**src/rtl/utils_pkg.sv**
```systemverilog
// utils_pkg: shared types and helpers for the gate vector sequencer.
//   op_e        - expected gate operation selected by op_sel
//   state_e     - sequencer FSM states
//   band        - single-bit AND primitive
//   expected_y  - reference output of the selected gate, built on band
package utils_pkg;

    typedef enum logic [1:0] {
        OP_AND  = 2'b00,
        OP_OR   = 2'b01,
        OP_XOR  = 2'b10,
        OP_NAND = 2'b11
    } op_e;

    typedef enum logic [2:0] {
        IDLE   = 3'd0,
        DRIVE  = 3'd1,
        SETTLE = 3'd2,
        CHECK  = 3'd3,
        DONE   = 3'd4
    } state_e;

    function automatic logic band(input logic a, input logic b);
        return a & b;
    endfunction

    // OR and XOR are derived from AND through De Morgan so every operation
    // shares the one primitive.
    function automatic logic expected_y(input op_e op, input logic a, input logic b);
        logic y;
        case (op)
            OP_AND:  y = band(a, b);
            OP_OR:   y = ~band(~a, ~b);
            OP_XOR:  y = band(~band(~a, ~b), ~band(a, b));
            OP_NAND: y = ~band(a, b);
            default: y = 1'b0;
        endcase
        return y;
    endfunction

endpackage

```
**src/rtl/gate_vector_seq.sv**
```systemverilog
// gate_vector_seq: drives the four {a,b} vectors into an external 2-input
// gate, waits SETTLE_CYCLES, compares the gate response against the
// selected operation and accumulates check/error counts over PASSES sweeps.
//   clk, rst          - clock, synchronous active-high reset
//   start             - one-cycle run request (accepted in IDLE/DONE)
//   op_sel            - expected operation (AND/OR/XOR/NAND)
//   a_o, b_o, y_i     - stimulus to and response from the gate under test
//   busy, done, pass  - run status
//   err_count         - mismatching checks, saturating
//   vec_count         - checks performed
//   first_fail_vec/valid - {a,b} of the first mismatch
//
// state  | meaning
// IDLE   | waiting for start after reset, a/b held low
// DRIVE  | register next vector onto a_o/b_o
// SETTLE | hold vector for SETTLE_CYCLES
// CHECK  | compare y_i, update counters, pick next vector or finish
// DONE   | results held, a/b low, waiting for start
module gate_vector_seq
    import utils_pkg::*;
#(
    parameter int SETTLE_CYCLES = 2,
    parameter int PASSES        = 1,
    parameter int CNT_W         = 16
) (
    input  logic             clk,
    input  logic             rst,
    input  logic             start,
    input  logic [1:0]       op_sel,
    output logic             a_o,
    output logic             b_o,
    input  logic             y_i,
    output logic             busy,
    output logic             done,
    output logic             pass,
    output logic [CNT_W-1:0] err_count,
    output logic [CNT_W-1:0] vec_count,
    output logic [1:0]       first_fail_vec,
    output logic             first_fail_valid
);

    localparam logic [7:0]  SETTLE_LOAD = 8'(SETTLE_CYCLES - 1);
    localparam logic [15:0] PASS_LAST   = 16'(PASSES - 1);

    state_e           state_q;
    op_e              op_q;
    logic [1:0]       idx_q;
    logic [15:0]      pass_cnt_q;
    logic [7:0]       settle_cnt_q;
    logic             a_q, b_q;
    logic             busy_q, done_q;
    logic [CNT_W-1:0] err_q, vec_q;
    logic [1:0]       ff_vec_q;
    logic             ff_valid_q;

    logic             mismatch;
    logic             last_vec;
    logic [CNT_W-1:0] err_d;

    assign mismatch = (y_i != expected_y(op_q, a_q, b_q));
    assign last_vec = (idx_q == 2'd3) && (pass_cnt_q == PASS_LAST);
    assign err_d    = (err_q == {CNT_W{1'b1}}) ? err_q : err_q + CNT_W'(1);

    always_ff @(posedge clk) begin
        if (rst) begin
            state_q      <= IDLE;
            op_q         <= OP_AND;
            idx_q        <= 2'd0;
            pass_cnt_q   <= 16'd0;
            settle_cnt_q <= 8'd0;
            a_q          <= 1'b0;
            b_q          <= 1'b0;
            busy_q       <= 1'b0;
            done_q       <= 1'b0;
            err_q        <= '0;
            vec_q        <= '0;
            ff_vec_q     <= 2'b00;
            ff_valid_q   <= 1'b0;
        end else begin
            case (state_q)
                IDLE, DONE: begin
                    if (start) begin
                        state_q    <= DRIVE;
                        op_q       <= op_e'(op_sel);
                        err_q      <= '0;
                        vec_q      <= '0;
                        ff_valid_q <= 1'b0;
                        idx_q      <= 2'd0;
                        pass_cnt_q <= 16'd0;
                        busy_q     <= 1'b1;
                        done_q     <= 1'b0;
                    end
                end
                DRIVE: begin
                    a_q          <= idx_q[1];
                    b_q          <= idx_q[0];
                    settle_cnt_q <= SETTLE_LOAD;
                    state_q      <= SETTLE;
                end
                SETTLE: begin
                    if (settle_cnt_q == 8'd0) begin
                        state_q <= CHECK;
                    end else begin
                        settle_cnt_q <= settle_cnt_q - 8'd1;
                    end
                end
                CHECK: begin
                    vec_q <= vec_q + CNT_W'(1);
                    if (mismatch) begin
                        err_q <= err_d;
                        if (!ff_valid_q) begin
                            ff_vec_q   <= {a_q, b_q};
                            ff_valid_q <= 1'b1;
                        end
                    end
                    idx_q <= idx_q + 2'd1;
                    if (idx_q == 2'd3) begin
                        pass_cnt_q <= pass_cnt_q + 16'd1;
                    end
                    if (last_vec) begin
                        state_q <= DONE;
                        a_q     <= 1'b0;
                        b_q     <= 1'b0;
                        busy_q  <= 1'b0;
                        done_q  <= 1'b1;
                    end else begin
                        state_q <= DRIVE;
                    end
                end
                default: state_q <= IDLE;
            endcase
        end
    end

    assign a_o              = a_q;
    assign b_o              = b_q;
    assign busy             = busy_q;
    assign done             = done_q;
    assign pass             = done_q && (err_q == '0);
    assign err_count        = err_q;
    assign vec_count        = vec_q;
    assign first_fail_vec   = ff_vec_q;
    assign first_fail_valid = ff_valid_q;

endmodule

```
**config.mk**
```make
export PLATFORM = sky130hd
export DESIGN_NAME = gate_vector_seq
export DESIGN_NICKNAME = d
export VERILOG_FILES = /design/src/rtl/utils_pkg.sv /design/src/rtl/gate_vector_seq.sv
export SDC_FILE = /design/constraint.sdc
export NUM_CORES = 1
export LEC_CHECK = 0
export BUFFER_PORTS_ARGS = -buffer_cell sky130_fd_sc_hd__buf_2
export CAP_MARGIN = 20
export CORE_ASPECT_RATIO = 1.2
export CORE_UTILIZATION = 49
export CTS_CLUSTER_SIZE = 14
export DETAILED_ROUTE_END_ITERATION = 8
export GPL_ROUTABILITY_DRIVEN = 0
export PLACE_DENSITY = 0.73
export SYNTH_ARGS = -nofsm -noshare
export SYNTH_HDL_FRONTEND = slang
export SYNTH_SLANG_ARGS = --single-unit
```
**constraint.sdc**
```tcl
create_clock -name clk -period 3.3 [get_ports clk]
set_input_delay 0.165 -clock clk [delete_from_list [all_inputs] [get_ports clk]]
set_output_delay 0.165 -clock clk [all_outputs]
set_load 0.02 [all_outputs]
```
Word level (Yosys, flattened, before mapping). Index checks and enable logic that the tools add are counted.

Input bits: 6. Flip-flop bits (word level): 70. Output and inout bits: 40.

Reduce and logical (&&, ||, !) cells: 21. Bitwise logic cells: 8. Equal/unequal tests: 17. Multiplexer cells: 26. $add $sub $neg: 5.

Operators with widths (count): one-hot mux 16 bit (2 select lines) (3); 2-to-1 mux 16 bit (4); adder 16 x 1 -> 16 bit (second input constant) (3); zero test 16 bit (2); == test 16 bit (second input constant) (1); one-hot mux 8 bit (2 select lines) (1); != test 2 bit (second input constant) (7); one-hot mux 3 bit (4 select lines) (1); AND reduction 3 bit (4); one-hot mux 1 bit (2 select lines) (5); AND reduction 2 bit (5); 2-to-1 mux 3 bit (3); zero test 8 bit (1); 2-to-1 mux 8 bit (1); subtractor 8 x 1 -> 8 bit (second input constant) (1); == test 2 bit (second input constant) (3); == test 3 x 2 -> 1 bit (second input constant) (2); nonzero test 2 bit (3); 2-to-1 mux 1 bit (5); NOT 1 bit (5); one-hot mux 1 bit (4 select lines) (1); one-hot mux 2 bit (2 select lines) (1); AND reduction 4 bit (1); AND 1 bit (3); 10 further kinds (11).

Depth between registers and ports, before layout.
Depth in word-level cells: 8. Gate-level depth with buffers: 9. Mapped depth without buffers: 7.

Worst setup path after synthesis. OpenSTA, ideal clock, no wires.

Path type: flip-flop to flip-flop. Start: reg a_q, in the netlist a_o. End: reg err_q[7], in the netlist err_count[7]. Setup time: 121 ps. Stages on the path, launching flop included: 9. Data arrival time: 2421 ps. Slack: 759 ps. Period minus slack after synthesis: 2541 ps. Cell sequence: dfxtp_1 inv_1 ha_1 mux2i_1 mux2_4 or3_4 buf_6 nor4_2 mux2_2.

Cells in the longest elaborated chain, start to end: 8. Elaborated cells between the ends (all ways): 10. Those cells by class: 2 x eq/ne; 1 x mux; 6 x bitwise; 1 x reduce/logical.

Ends and longest elaborated chain: from (decl) (RTL line gate_vector_seq.sv:50) `logic a_q, b_q;`; from (signal assigned) (RTL line gate_vector_seq.sv:95) `a_q <= idx_q[1];`; NOT 1 bit (RTL line utils_pkg.sv:33, utils_pkg.sv:34); AND 1 bit (RTL line utils_pkg.sv:24) `return a & b;`; NOT 1 bit (RTL line utils_pkg.sv:33, utils_pkg.sv:34); AND 1 bit (RTL line utils_pkg.sv:24); one-hot mux 1 bit (4 select lines) * (RTL line utils_pkg.sv:31) `case (op)`; != test 1 bit * (RTL line gate_vector_seq.sv:60) `assign mismatch = (y_i != expected_y(op_q, a_q, b_q));`; != test 2 bit (no line) *; AND reduction 4 bit (no line) *; to (signal assigned) (RTL line gate_vector_seq.sv:110) `err_q <= err_d;`; to (decl) (RTL line gate_vector_seq.sv:52) `logic [CNT_W-1:0] err_q, vec_q;`.

Mark *: on every way between the ends. The rest lies on a longest branch, timed or not. A chain may end at the register's enable or synchronous reset.

Final worst setup path.
Start: reg a_q, in the netlist a_o. End: reg err_q[3], in the netlist err_count[3].

Same word-level chain as after synthesis.

==> impl_results.html <==
<table>
<tr><th>Metric</th><th>Value</th></tr>
<tr><th colspan="2">Clocking</th></tr>
<tr><td>Count of instances resized after the clock tree is built</td><td>0</td></tr>
<tr><td>Clock latency reported for the late side of the worst-skew pair</td><td>340 ps</td></tr>
<tr><td>Count of hold buffers inserted by post-cts repair</td><td>0</td></tr>
<tr><td>Number of levels the H-tree was split into</td><td>3</td></tr>
<tr><td>Post-CTS repair timing setup buffer count</td><td>0</td></tr>
<tr><td>Num CTS Buffers</td><td>9</td></tr>
<tr><td># clock sinks</td><td>70</td></tr>
<tr><td>Buffer cell driving the clock tree root</td><td>sky130_fd_sc_hd__clkbuf_8</td></tr>
<tr><td>Clock tree buffer depth</td><td>2</td></tr>
<tr><td>Clock slew at the register clock pins of the worst setup and hold paths</td><td>80 ps</td></tr>
<tr><td>Clock tree from TritonCTS</td><td>built</td></tr>
<tr><th colspan="2">GRT</th></tr>
<tr><td>GRT Util Overall</td><td>21.8%</td></tr>
<tr><td>Antenna violations before repair</td><td>0</td></tr>
<tr><td>Total overflow reported by the global router</td><td>0</td></tr>
<tr><td>Wire length of the first global-routing pass</td><td>13300 µm</td></tr>
<tr><td>Via count of the first global-routing pass</td><td>2864</td></tr>
<tr><td>Largest net degree at the start of global routing</td><td>54</td></tr>
<tr><th colspan="2">Route</th></tr>
<tr><td>Total wire length</td><td>8130 µm</td></tr>
<tr><td>Final ANT Viol Nets</td><td>0</td></tr>
<tr><td>1st-pass router iterations</td><td>6</td></tr>
<tr><td>Per-cell via count in the routed design</td><td>5.88</td></tr>
<tr><td>DRC</td><td>1</td></tr>
<tr><td>Total via count in the routed design</td><td>3324</td></tr>
<tr><td>DRC violation total after the first TritonRoute iteration</td><td>199</td></tr>
<tr><td>Post-DR wirelength/cell</td><td>14.4 µm</td></tr>
<tr><th colspan="2">STA</th></tr>
<tr><td>Max Fclk</td><td>392 MHz</td></tr>
<tr><td>Final count of negative-setup-slack endpoints</td><td>0</td></tr>
<tr><td>Count of final hold-check violations</td><td>0</td></tr>
<tr><td>Max-slew headroom at the worst pin</td><td>34.1%</td></tr>
<tr><td>Clock period minus worst slack</td><td>2550 ps</td></tr>
<tr><td>Worst setup skew after layout</td><td>10.3 ps</td></tr>
<tr><td>Final sum of negative setup slack</td><td>0 ps</td></tr>
<tr><td>Unrepaired setup endpoints after global routing</td><td>no</td></tr>
<tr><td>Fin. max-slew vios</td><td>0</td></tr>
<tr><td>Share of the clock period used by the worst path after layout</td><td>77.2%</td></tr>
<tr><td>Slew at the pin closest to its max-slew limit</td><td>981 ps</td></tr>
<tr><th colspan="2">Final layout</th></tr>
<tr><td>Design area</td><td>4110 µm²</td></tr>
<tr><td>Multi-input combinational cell area</td><td>2040 µm²</td></tr>
<tr><td>Number of nets in the finished design</td><td>486</td></tr>
<tr><td>Area occupied by registers</td><td>1400 µm²</td></tr>
<tr><td>Fill cell count</td><td>661</td></tr>
<tr><td>Antenna Diode Count</td><td>0</td></tr>
<tr><td>Layout overhead on the synthesized area</td><td>12.5%</td></tr>
<tr><td>Share of cells above drive strength 1</td><td>17.5%</td></tr>
<tr><th colspan="2">Logic synthesis</th></tr>
<tr><td>Dominant cell type by area after synthesis</td><td>sky130_fd_sc_hd__dfxtp_1</td></tr>
<tr><td>Count of yosys warnings during synthesis</td><td>0</td></tr>
<tr><td>Asr flop ratio synth</td><td>0%</td></tr>
<tr><td>Net count after synthesis</td><td>449</td></tr>
<tr><td>Most used standard cells in the synthesized netlist</td><td>70 x sky130_fd_sc_hd__dfxtp_1, 44 x sky130_fd_sc_hd__nor2_1, 33 x sky130_fd_sc_hd__a21oi_1, 33 x sky130_fd_sc_hd__nand3_1, 30 x sky130_fd_sc_hd__nand2_1</td></tr>
<tr><td>Leading cell type by number of instances after synthesis</td><td>sky130_fd_sc_hd__dfxtp_1</td></tr>
<tr><td>Mapped cell area</td><td>3650 µm²</td></tr>
<tr><td>Fraction of the yosys area taken by sequential cells</td><td>38.4%</td></tr>
<tr><td>Dominant cells by area after synthesis</td><td>sky130_fd_sc_hd__dfxtp_1 38%, sky130_fd_sc_hd__a21oi_1 4.5%, sky130_fd_sc_hd__nand3_1 4.5%</td></tr>
<tr><td>Synthesized area divided by synthesized cell count</td><td>8.43 µm²</td></tr>
<tr><td>Number of cells produced by synthesis</td><td>433</td></tr>
<tr><td>Cell variety after synth</td><td>49</td></tr>
<tr><td>Area share of the largest cell type after synthesis</td><td>38.4%</td></tr>
<tr><td>Top flip-flop cell by instance count after synthesis</td><td>sky130_fd_sc_hd__dfxtp_1</td></tr>
<tr><td>#FFs+latches synth</td><td>70</td></tr>
<tr><td>EDFF count, synth</td><td>0</td></tr>
<tr><th colspan="2">Critical path</th></tr>
<tr><td>Critical Path AT</td><td>2810 ps</td></tr>
<tr><td>Top fanout value on the critical path</td><td>24</td></tr>
<tr><td>Startpoint kind of the worst setup timing path</td><td>register</td></tr>
<tr><td>Worst Setup End Kind</td><td>register</td></tr>
<tr><td>Required time of the critical path</td><td>3560 ps</td></tr>
<tr><td>Critical path class</td><td>register to register</td></tr>
<tr><th colspan="2">Outcome</th></tr>
<tr><td>Failing checks</td><td>DRC</td></tr>
<tr><td>Run status</td><td>complete, but fails checks</td></tr>
<tr><th colspan="2">Power</th></tr>
<tr><td>Pwr dens</td><td>558 nW/µm²</td></tr>
<tr><td>Peak VDD IR</td><td>318 µV</td></tr>
<tr><td>Leakage power</td><td>1.48 nW</td></tr>
<tr><th colspan="2">Placement</th></tr>
<tr><td>Number of port buffers</td><td>45</td></tr>
<tr><td>HPWL reported at the end of detailed placement</td><td>5540 µm</td></tr>
<tr><td>Cell Area, Placed</td><td>3870 µm²</td></tr>
<tr><th colspan="2">Job</th></tr>
<tr><td>Max Cap Viol</td><td>0</td></tr>
<tr><th colspan="2">Floorplanning</th></tr>
<tr><td>Full die area</td><td>7800 µm²</td></tr>
<tr><td>Core area</td><td>7230 µm²</td></tr>
<tr><td>Vertical extent of the die</td><td>96.5 µm</td></tr>
<tr><td>Std cell rows</td><td>34</td></tr>
<tr><td>Die X</td><td>80.8 µm</td></tr>
<tr><td>Initial core utilization</td><td>50.5%</td></tr>
<tr><td>Boundary pin count</td><td>46</td></tr>
<tr><th colspan="2">Worst hold path</th></tr>
<tr><td>Worst min path class</td><td>input pin to register</td></tr>
</table>
routing by layer:
layer  routed length [µm]  GRT usage [%]  vias to the layer above  part of all wire (%)
met3                  414           4.69                        8                   5.1
li1                     -              -                     1666                     -
met2                 3950           37.4                       87                    49
met4                   87           6.85                        0                   1.1
met5                    0              0                        -                     0
met1                 3680           27.1                     1563                    45
logic make-up after synthesis:
logic type,synth area share [%]
compound gates,13.8
xor+xnor,3.84
fa+ha+maj,3.43
buf+inv,5.73
flops,38.4
mux,3.70
simple gates,31.1
flip-flops by register name (all words and copies together) (netlist names):
name,cells
a_o,1
err_count,16
pass_cnt_q,16
busy,1
b_o,1
idx_q,2
first_fail_vec,2
first_fail_valid,1
vec_count,16
state_q,3
op_q,2
done,1
settle_cnt_q,8
power breakdown:
group / leakage (nW) / internal (mW) / total, mW / switching [mW]
combinational: 0.798 / 0.185 / 0.499 / 0.314
sequential: 0.565 / 0.893 / 0.966 / 0.0727
clock: 0.119 / 0.498 / 0.827 / 0.329
worst paths after layout:
check	from	end	slack, ps	cells past startpoint
max	a_o$_SDFFE_PP0P_	err_count[3]$_SDFFE_PP0P_	750	7
min	op_sel[1]	op_q[1]$_SDFFE_PP0P_	50	3
max reg2reg	a_o$_SDFFE_PP0P_	err_count[3]$_SDFFE_PP0P_	750	7
min reg2reg	idx_q[1]$_SDFFE_PP0P_	a_o$_SDFFE_PP0P_	480	2
critical path, cell delays in order, from the launching register on:
cell                      delay [ps]
sky130_fd_sc_hd__dfxtp_1         410
sky130_fd_sc_hd__inv_1            60
sky130_fd_sc_hd__ha_1            300
sky130_fd_sc_hd__mux2i_1         200
sky130_fd_sc_hd__mux2_4          330
sky130_fd_sc_hd__or3_4           490
sky130_fd_sc_hd__or4_1           530
sky130_fd_sc_hd__a31oi_1         160
cell type report:
class	instances	share of cell area [%]
Clock buffer	9	3.02
Clock inverter	7	2.74
Inverter	14	1.28
Multi-Input combinational cell	325	49.7
Sequential cell	70	34.1
Tap cell	90	2.74
Timing Repair Buffer	50	6.40
cell usage in the layout (no fill, tap or decap), types with 9 or more instances in the layout:
cell type | synthesis | routed
sky130_fd_sc_hd__a21oi_1 | 33 | 33
sky130_fd_sc_hd__a31oi_1 | 9 | 9
sky130_fd_sc_hd__buf_2 | 2 | 45
sky130_fd_sc_hd__clkbuf_8 | 0 | 9
sky130_fd_sc_hd__dfxtp_1 | 70 | 70
sky130_fd_sc_hd__ha_1 | 10 | 10
sky130_fd_sc_hd__inv_1 | 14 | 14
sky130_fd_sc_hd__nand2_1 | 30 | 30
sky130_fd_sc_hd__nand3_1 | 33 | 33
sky130_fd_sc_hd__nand4_1 | 14 | 14
sky130_fd_sc_hd__nor2_1 | 44 | 44
sky130_fd_sc_hd__nor3_1 | 11 | 11
sky130_fd_sc_hd__o211ai_1 | 16 | 16
sky130_fd_sc_hd__o21ai_0 | 10 | 10
sky130_fd_sc_hd__or3_1 | 11 | 11
sky130_fd_sc_hd__xnor2_1 | 9 | 9
stage by stage:
| stage | power, mW | instances | setup slack [ps] | hold WS (ps) | util (%) |
|---|---|---|---|---|---|
| after floorplan | 1.40 | 433 | 759 | 301 | - |
| after global placement | 1.47 | 549 | 859 | 407 | 53.5 |
| after detailed placement | 1.48 | 549 | 738 | 414 | 53.5 |
| after CTS | 2.31 | 565 | 732 | 39.3 | 56.8 |
| after global routing | 2.42 | 565 | 591 | 71.8 | 56.8 |
| final | 2.29 | 565 | 752 | 53.4 | 56.8 |
(Power assumes the default switching activity.)
